<file path="config.mk">
export PLATFORM = sky130hd
export DESIGN_NAME = float_sub_32_seq
export DESIGN_NICKNAME = d
export VERILOG_FILES = /design/src/rtl/float_sub_32_seq.sv
export SDC_FILE = /design/constraint.sdc
export NUM_CORES = 1
export LEC_CHECK = 0
export CAP_MARGIN = 20
export CORE_ASPECT_RATIO = 1.25
export CORE_MARGIN = 2
export CORE_UTILIZATION = 60
export CTS_CLUSTER_SIZE = 25
export DETAILED_ROUTE_END_ITERATION = 6
export PLACE_DENSITY_LB_ADDON = 0.08
export SLEW_MARGIN = 20
export SYNTH_ARGS = -nofsm -noshare
export SYNTH_HDL_FRONTEND = slang
export SYNTH_SLANG_ARGS = --single-unit
export TNS_END_PERCENT = 50
</file>
<file path="constraint.sdc">
create_clock -name clk -period 6.5 [get_ports clk]
set_clock_uncertainty 0.1 [all_clocks]
set_input_delay 1.625 -clock clk [delete_from_list [all_inputs] [get_ports clk]]
set_output_delay 1.625 -clock clk [all_outputs]
set_load 0.05 [all_outputs]
</file>
<file path="src/rtl/float_sub_32_seq.sv">
// Multi-cycle IEEE-754 single-precision subtractor (out = A - B), one-bit-per-cycle align/normalise.
// Optional macro FLOAT_SUB_STICKY_ROUND_EN adds a round-to-nearest-even stage; default truncates.
module float_sub_32_seq #(
    parameter int unsigned MAX_ALIGN  = 26,
    parameter logic [31:0] QNAN_VALUE = 32'h7FC00000
) (
    input  logic        clk,
    input  logic        rst,
    input  logic        in_valid,
    output logic        in_ready,
    input  logic [31:0] A,
    input  logic [31:0] B,
    output logic        out_valid,
    input  logic        out_ready,
    output logic [31:0] out,
    output logic        NaN_flag,
    output logic        overflow_flag,
    output logic [2:0]  dbg_state
);

    // Handshakes: a transfer happens on a rising edge where valid & ready are both high;
    // the result and flags stay frozen while out_valid is high and out_ready is low.
    typedef enum logic [2:0] {
        S_IDLE     = 3'd0,
        S_CLASSIFY = 3'd1,
        S_ALIGN    = 3'd2,
        S_ARITH    = 3'd3,
        S_NORM     = 3'd4,
        S_ROUND    = 3'd5,
        S_DONE     = 3'd6
    } state_e;

    localparam logic [8:0] MAX_ALIGN_W = 9'(MAX_ALIGN);

    state_e      state_q, state_d;
    logic [31:0] op_a_q, op_a_d, op_b_q, op_b_d;
    logic [26:0] sig_l_q, sig_l_d, sig_s_q, sig_s_d;
    logic [8:0]  exp_l_q, exp_l_d, exp_s_q, exp_s_d;
    logic        sign_q, sign_d, sub_q, sub_d;
    logic [31:0] out_q, out_d;
    logic        nan_q, nan_d, ovf_q, ovf_d;

    // Significands carry three extra low bits (guard, round, sticky) below the 24-bit mantissa.
    logic [7:0]  a_exp, b_exp;
    logic        a_nan, b_nan, a_inf, b_inf, a_ge;
    logic [8:0]  a_eff, b_eff, exp_diff;
    logic [26:0] a_sig, b_sig;
    logic [27:0] arith_sum;

    assign a_exp     = op_a_q[30:23];
    assign b_exp     = op_b_q[30:23];
    assign a_nan     = (&a_exp) && (|op_a_q[22:0]);
    assign b_nan     = (&b_exp) && (|op_b_q[22:0]);
    assign a_inf     = (&a_exp) && !(|op_a_q[22:0]);
    assign b_inf     = (&b_exp) && !(|op_b_q[22:0]);
    assign a_eff     = (a_exp == 8'd0) ? 9'd1 : {1'b0, a_exp};
    assign b_eff     = (b_exp == 8'd0) ? 9'd1 : {1'b0, b_exp};
    assign a_sig     = {(a_exp != 8'd0), op_a_q[22:0], 3'b000};
    assign b_sig     = {(b_exp != 8'd0), op_b_q[22:0], 3'b000};
    assign a_ge      = (op_a_q[30:0] >= op_b_q[30:0]);
    assign exp_diff  = exp_l_q - exp_s_q;
    assign arith_sum = sub_q ? ({1'b0, sig_l_q} - {1'b0, sig_s_q})
                             : ({1'b0, sig_l_q} + {1'b0, sig_s_q});

    function automatic logic [31:0] pack(input logic s, input logic [7:0] e, input logic [26:0] sig);
        // Hidden bit clear at this point means exponent 1 was reached: a denormal.
        return {s, (sig[26] ? e : 8'd0), sig[25:3]};
    endfunction

`ifdef FLOAT_SUB_STICKY_ROUND_EN
    logic        round_up;
    logic [27:0] round_sum;
    assign round_up  = sig_l_q[2] & (sig_l_q[3] | sig_l_q[1] | sig_l_q[0]);
    assign round_sum = {1'b0, sig_l_q} + {24'd0, round_up, 3'b000};
`endif

    always_ff @(posedge clk) begin
        if (rst) begin
            state_q <= S_IDLE;
            op_a_q  <= '0;
            op_b_q  <= '0;
            sig_l_q <= '0;
            sig_s_q <= '0;
            exp_l_q <= '0;
            exp_s_q <= '0;
            sign_q  <= 1'b0;
            sub_q   <= 1'b0;
            out_q   <= '0;
            nan_q   <= 1'b0;
            ovf_q   <= 1'b0;
        end else begin
            state_q <= state_d;
            op_a_q  <= op_a_d;
            op_b_q  <= op_b_d;
            sig_l_q <= sig_l_d;
            sig_s_q <= sig_s_d;
            exp_l_q <= exp_l_d;
            exp_s_q <= exp_s_d;
            sign_q  <= sign_d;
            sub_q   <= sub_d;
            out_q   <= out_d;
            nan_q   <= nan_d;
            ovf_q   <= ovf_d;
        end
    end

    always_comb begin
        state_d = state_q;
        op_a_d  = op_a_q;
        op_b_d  = op_b_q;
        sig_l_d = sig_l_q;
        sig_s_d = sig_s_q;
        exp_l_d = exp_l_q;
        exp_s_d = exp_s_q;
        sign_d  = sign_q;
        sub_d   = sub_q;
        out_d   = out_q;
        nan_d   = nan_q;
        ovf_d   = ovf_q;
        case (state_q)
            S_IDLE: begin
                if (in_valid) begin
                    op_a_d  = A;
                    op_b_d  = {~B[31], B[30:0]};
                    state_d = S_CLASSIFY;
                end
            end
            S_CLASSIFY: begin
                if (a_nan || b_nan || (a_inf && b_inf && (op_a_q[31] != op_b_q[31]))) begin
                    out_d   = QNAN_VALUE;
                    nan_d   = 1'b1;
                    state_d = S_DONE;
                end else if (a_inf) begin
                    out_d   = op_a_q;
                    state_d = S_DONE;
                end else if (b_inf) begin
                    out_d   = op_b_q;
                    state_d = S_DONE;
                end else begin
                    sig_l_d = a_ge ? a_sig : b_sig;
                    exp_l_d = a_ge ? a_eff : b_eff;
                    sig_s_d = a_ge ? b_sig : a_sig;
                    exp_s_d = a_ge ? b_eff : a_eff;
                    sign_d  = a_ge ? op_a_q[31] : op_b_q[31];
                    sub_d   = op_a_q[31] != op_b_q[31];
                    state_d = S_ALIGN;
                end
            end
            S_ALIGN: begin
                if (exp_diff == 9'd0) begin
                    state_d = S_ARITH;
                end else if (exp_diff >= MAX_ALIGN_W) begin
                    sig_s_d = '0;
                    exp_s_d = exp_l_q;
                    state_d = S_ARITH;
                end else begin
                    sig_s_d = {1'b0, sig_s_q[26:2], sig_s_q[1] | sig_s_q[0]};
                    exp_s_d = exp_s_q + 9'd1;
                end
            end
            S_ARITH: begin
                if (arith_sum == 28'd0) begin
                    out_d   = 32'h0000_0000;
                    state_d = S_DONE;
                end else if (arith_sum[27]) begin
                    if (exp_l_q == 9'd254) begin
                        out_d   = {sign_q, 8'hFF, 23'd0};
                        ovf_d   = 1'b1;
                        state_d = S_DONE;
                    end else begin
                        sig_l_d = {arith_sum[27:2], arith_sum[1] | arith_sum[0]};
                        exp_l_d = exp_l_q + 9'd1;
                        state_d = S_NORM;
                    end
                end else begin
                    sig_l_d = arith_sum[26:0];
                    state_d = S_NORM;
                end
            end
            S_NORM: begin
                if (!sig_l_q[26] && (exp_l_q > 9'd1)) begin
                    sig_l_d = {sig_l_q[25:0], 1'b0};
                    exp_l_d = exp_l_q - 9'd1;
                end else begin
`ifdef FLOAT_SUB_STICKY_ROUND_EN
                    state_d = S_ROUND;
`else
                    out_d   = pack(sign_q, exp_l_q[7:0], sig_l_q);
                    state_d = S_DONE;
`endif
                end
            end
`ifdef FLOAT_SUB_STICKY_ROUND_EN
            S_ROUND: begin
                if (round_sum[27]) begin
                    if (exp_l_q == 9'd254) begin
                        out_d = {sign_q, 8'hFF, 23'd0};
                        ovf_d = 1'b1;
                    end else begin
                        out_d = pack(sign_q, exp_l_q[7:0] + 8'd1, round_sum[27:1]);
                    end
                end else begin
                    out_d = pack(sign_q, exp_l_q[7:0], round_sum[26:0]);
                end
                state_d = S_DONE;
            end
`endif
            S_DONE: begin
                if (out_ready) begin
                    nan_d   = 1'b0;
                    ovf_d   = 1'b0;
                    state_d = S_IDLE;
                end
            end
            default: state_d = S_IDLE;
        endcase
    end

    always_comb begin
        in_ready      = (state_q == S_IDLE);
        out_valid     = (state_q == S_DONE);
        out           = out_q;
        NaN_flag      = nan_q;
        overflow_flag = ovf_q;
        dbg_state     = state_q;
    end

endmodule
</file>
# Word level (Yosys, flattened, before mapping)
# Index checks and enable logic that the tools add are counted.
[totals] reg_bits=175 input_bits=68 output_inout_bits=39
[op_classes] addsub=6 magnitude_cmp=3 eq_ne=25 muxes=64 n_bitwise=6 n_reduce_logical=36
[op_table] operator="$mux W27" n=13
[op_table] operator="$mux W32" n=7
[op_table] operator="$mux W9" n=12
[op_table] operator="$pmux W32 S3" n=1
[op_table] operator="$pmux W27 S3" n=1
[op_table] operator="$pmux W27 S2" n=1
[op_table] operator="$reduce_or A23 Y1" n=2
[op_table] operator="$mux W8" n=5
[op_table] operator="$ge A31 B31 Y1" n=1
[op_table] operator="$mux W3" n=10
[op_table] operator="$add A27 B27 Y28" n=1
[op_table] operator="$logic_not A28 Y1" n=1
[op_table] operator="$mux W28" n=1
[op_table] operator="$sub A27 B27 Y28" n=1
[op_table] operator="$pmux W9 S3" n=1
[op_table] operator="$mux W26" n=1
[op_table] operator="$ne A2 B2 Y1 const B" n=12
[op_table] operator="$reduce_and A8 Y1" n=3
[op_table] operator="$add A9 B1 Y9 const B" n=2
[op_table] operator="$pmux W3 S6" n=1
[op_table] operator="$pmux W9 S2" n=1
[op_table] operator="$logic_not A8 Y1" n=2
[op_table] operator="$reduce_bool A8 Y1" n=2
[op_table] operator="$reduce_and A5 Y1" n=3
[op_table] operator="other kinds (28)" n=55

# Depth between registers and ports, before layout
[logic_depth] depth_word=8 mapped_depth=23 ltp_nobuf=18

# Least setup slack after synthesis
# Ideal clock, no wire load.
[synth_path] path_kind="register to register" startpoint="reg sig_s_q[9]" endpoint="reg sig_l_q[15]" setup_time_ns=0.140 arrival_time_ns=5.006 required_time_ns=6.260 path_slack_ns=1.253 stages_incl_launch_ff=23 period_less_slack_ns=5.247 path_cell_list="dfxtp_1 buf_2 or4_1 nor3_2 nor3b_2 and3_1 buf_4 a21oi_1 xnor2_1 ha_1 clkbuf_1 a21oi_1 o21ai_1 or2_2 nor4_1 a311oi_1 a2111oi_0 or4b_1 or4_1 buf_2 buf_2 a21oi_1 a311oi_2"
[synth_between] elab_chain_cells=6 word_cells_on_any_way=11 classes_between="add/sub (2); eq/ne (2); mux (5); reduce/logical (2)"
[synth_lines] element="start, declared" line="37" rtl="logic [26:0] sig_l_q, sig_l_d, sig_s_q, sig_s_d;"
[synth_lines] element="start signal, assigned" line="96" rtl="sig_s_q <= sig_s_d;"
[synth_lines] element="$add A27 B27 Y28 / $sub A27 B27 Y28 (equally long branches)" line="63, 62"
[synth_lines] element="$mux W28 *" line="62" rtl="assign arith_sum = sub_q ? ({1'b0, sig_l_q} - {1'b0, sig_s_q})"
[synth_lines] element="branches (longest 4 deep; another with $logic_not A28 Y1)"
[synth_lines] element="end signal, assigned" line="95" rtl="sig_l_q <= sig_l_d;"
[synth_lines] element="end, declared" line="37"
# Mark *: on every way between the ends. The select of a mux whose other input is x is not followed.
# A chain may end at the register's enable or synchronous reset.

# Worst setup path after layout
[layout_path] startpoint="reg sig_s_q[2]" endpoint="reg sig_l_q[15]"
# The elaborated chain is that of the path after synthesis.

==> impl_metrics.tcl <==
set metrics [dict create \
    status "finished with violations" \
    violations "DRC" \
    clk_latency_ps 460 \
    slew_viol_final 0 \
    core_area_mm2 0.0214 \
    grt_max_degree 88 \
    synth_area_leaders "dfxtp_1 27%, a21oi_1 8.0%, ha_1 6.9%" \
    rsz0062_at_grt "false" \
    drtAntennaViolNets 0 \
    path_cells "nor4_1 -> nand2b_1 -> nor2_1 -> a21oi_1 -> nor2b_1 -> a31oi_1 -> xnor2_1 -> ha_1 -> nand2_1 -> nor2_1 -> nand3_1 -> o32ai_1 -> mux2i_1 -> o21ai_0 -> or4b_1 -> or4_1 -> buf_4 -> a21oi_1 -> a311oi_2" \
    critPathTopFamily "simple AND/OR/NAND/NOR gates" \
    synth_mux_area_share_pct 5.78 \
    rows 60 \
    synth_cells 1749 \
    final_cell_mix "226 x nand2_1, 207 x a21oi_1, 175 x dfxtp_1" \
    gp_congestion 1.04 \
    cp_slowest_cell "or4b_1" \
    synth_xor_area_share_pct 3.71 \
    avgViaCountPerCell 6.69 \
    hold_class "reg -> reg" \
    cts-root-buf "clkbuf_16" \
    drt_wl_total_mm 44.2 \
    fp.dieH_um 168 \
    io_pins 107 \
    critPathArrivalTime_ps 6110 \
    yosys_warnings 0 \
    power_density_mw_per_mm2 608 \
    synth_edf_count 0 \
    synth_nets 1891 \
    drtIter0Drc 1135 \
    dp_cells 2018 \
    top_layer "met4" \
    holdPathStages 2 \
    fin_crit_sh_pct 90.8 \
    num-fill-cells 1911 \
    setup.worst_path.class "reg -> reg" \
    m1WireLength_mm 16.8 \
    syn_to_final_growth_pct 13.2 \
    critPathBufInv 1 \
    netlist.area_leader.share_pct 27.0 \
    cpPeakStageDelay_ps 620 \
    p_leak_nw 5.42 \
    die_w_um 135 \
    reg2reg_slack_ps 600 \
    hold_end "NaN_flag" \
    synth_top_area_cell "dfxtp_1" \
    final_nets 1900 \
    portBuffers 106 \
    synthAdderAreaFrac_pct 7.26 \
    r2r-start "sig_s_q[2]" \
    postLayoutCoreUtil_pct 68.6 \
    grt_pass1_wl_mm 68.0 \
    num_antenna_cells 0 \
    yosys.area_share.simple_pct 22.1 \
    ff2ff_path_depth 19 \
    fmax_mhz 169 \
    finalSetupTns_ps 0 \
    reg2reg_to "sig_l_q[15]" \
    vias 13700 \
    cp-start-kind "flip-flop" \
    synth_top_family_by_area "compound AO/OA/AOI/OAI gates" \
    synth_area_mm2 0.0130 \
    grt_pass1_vias 12600 \
    wire_per_inst_um 21.6 \
    synth_flop_cell "dfxtp_1" \
    initial_core_util_pct 60.6 \
    cts_buffers 17 \
    grt-ovfl-total 0 \
    grt_usage_pct 37.9 \
    syn_area_per_cell_um2 7.41 \
    h-tree-depth 4 \
    synth-compound-area-share_pct 27.9 \
    ys_seq_elements 175 \
    cp.required_ps 6710 \
    grt_antenna_before_repair 0 \
    cp_max_fo 43 \
    maxCapViolations 0 \
    wl_met3_mm 2.74 \
    cts_buffer_depth 2 \
    drtPass1Iterations 7 \
    clkTransAtPathRegs_ps 80 \
    cts_setup_buffers 0 \
    tightest_slew_ps 1100 \
    die_area_mm2 0.0228 \
    period_minus_slack_ps 5900 \
    wl_met2_mm 21.6 \
    ir_drop_v 0.000552 \
    finalPower_mw 8.92 \
    cts.sinks 175 \
    hold_viol_final 0 \
    ctsHoldBuffers 0 \
    synthArstFlopShare_pct 0 \
    min_from "NaN_flag" \
    ctsResizeCount 0 \
    instances_no_fill 2050 \
    final_common_cell "nand2_1" \
    setup_viol 0 \
    drcViolationCount 2 \
    drive_gt1_share_pct 5.08 \
    cts_tree "built" \
    endpoint_kind "flip-flop" \
    ys_types 80 \
    slew_headroom_pct 26.6 \
    dpl.hpwl_mm 33.0 \
    ys_seq_area_share_pct 27.0 \
]
## synth_stat cells, types with 27 or more instances
cell / number
nand3_1: 33
nand2_1: 227
a311oi_1: 34
mux2i_1: 67
o21ai_0: 75
nor4_1: 27
ha_1: 72
a21oi_1: 207
o211ai_1: 32
a211oi_1: 52
nor3_1: 80
inv_1: 64
xnor2_1: 42
clkbuf_1: 106
a221oi_1: 28
dfxtp_1: 175
nor2_1: 148
## sequential cells by signal, indices dropped and copies added (netlist names)
register	flops
sig_s_q	27
overflow_flag	1
sub_q	1
exp_l_q	9
out	32
op_b_q	32
sign_q	1
op_a_q	32
exp_s_q	9
dbg_state	3
sig_l_q	27
NaN_flag	1
## final cells by class
type                       instances  area (µm²)  area share (%)
clock buffer                      17         425            2.90
clock inverter                    15         205            1.40
inverter                          64         240            1.64
multi-input combinational       1374        8740            59.6
sequential                       175        3500            23.9
tap                              279         349            2.38
timing repair buffer             126        1210            8.24
## where the power goes
group          total (mW)  switching (mW)  internal [mW]
Clock                1.10           0.537          0.564
Combinational        6.04            3.88           2.16
Sequential           1.77           0.435           1.34
## worst max path at each step
stage | start | end | slack [ps] | cells after the start
after global routing | sig_s_q[2] | sig_l_q[15] | 210 | 19
after CTS | sig_s_q[9] | sig_l_q[15] | 720 | 18
after floorplan | sig_s_q[9] | sig_l_q[15] | 1250 | 22
after detailed placement | sig_s_q[9] | sig_l_q[15] | 740 | 18
final | sig_s_q[2] | sig_l_q[15] | 600 | 19
after global placement | sig_s_q[9] | sig_l_q[15] | 810 | 18
## tightest hold or removal path, cell delays in order (launching register included)
cell and delay (ps):
dfxtp_1 320, nand2_1 60, a21oi_1 50
## routing by layer
metal  track usage (%)  vias to the layer above
li1                  -                     6462
met3              5.03                      167
met5                 0                        -
met1              44.3                     6441
met4              23.6                        0
met2              65.3                      635
## kinds of logic after synthesis
| group | after synthesis |
|---|---|
| mux | 74 |
| fa+ha+maj | 74 |
| simple gates | 620 |
| compound gates | 552 |
| xor+xnor | 54 |
| buf+inv | 200 |
| flops | 175 |
## per-stage QoR
step / hold slack [ps] / area (µm²) / worst slack [ps]
after global placement: 369 / 14000 / 807
after detailed placement: 367 / 14000 / 741
after floorplan: 362 / 13000 / 1250
final: 377 / 14700 / 596
after global routing: 408 / 14700 / 210
after CTS: 379 / 14700 / 725
(Power assumes the default switching activity.)
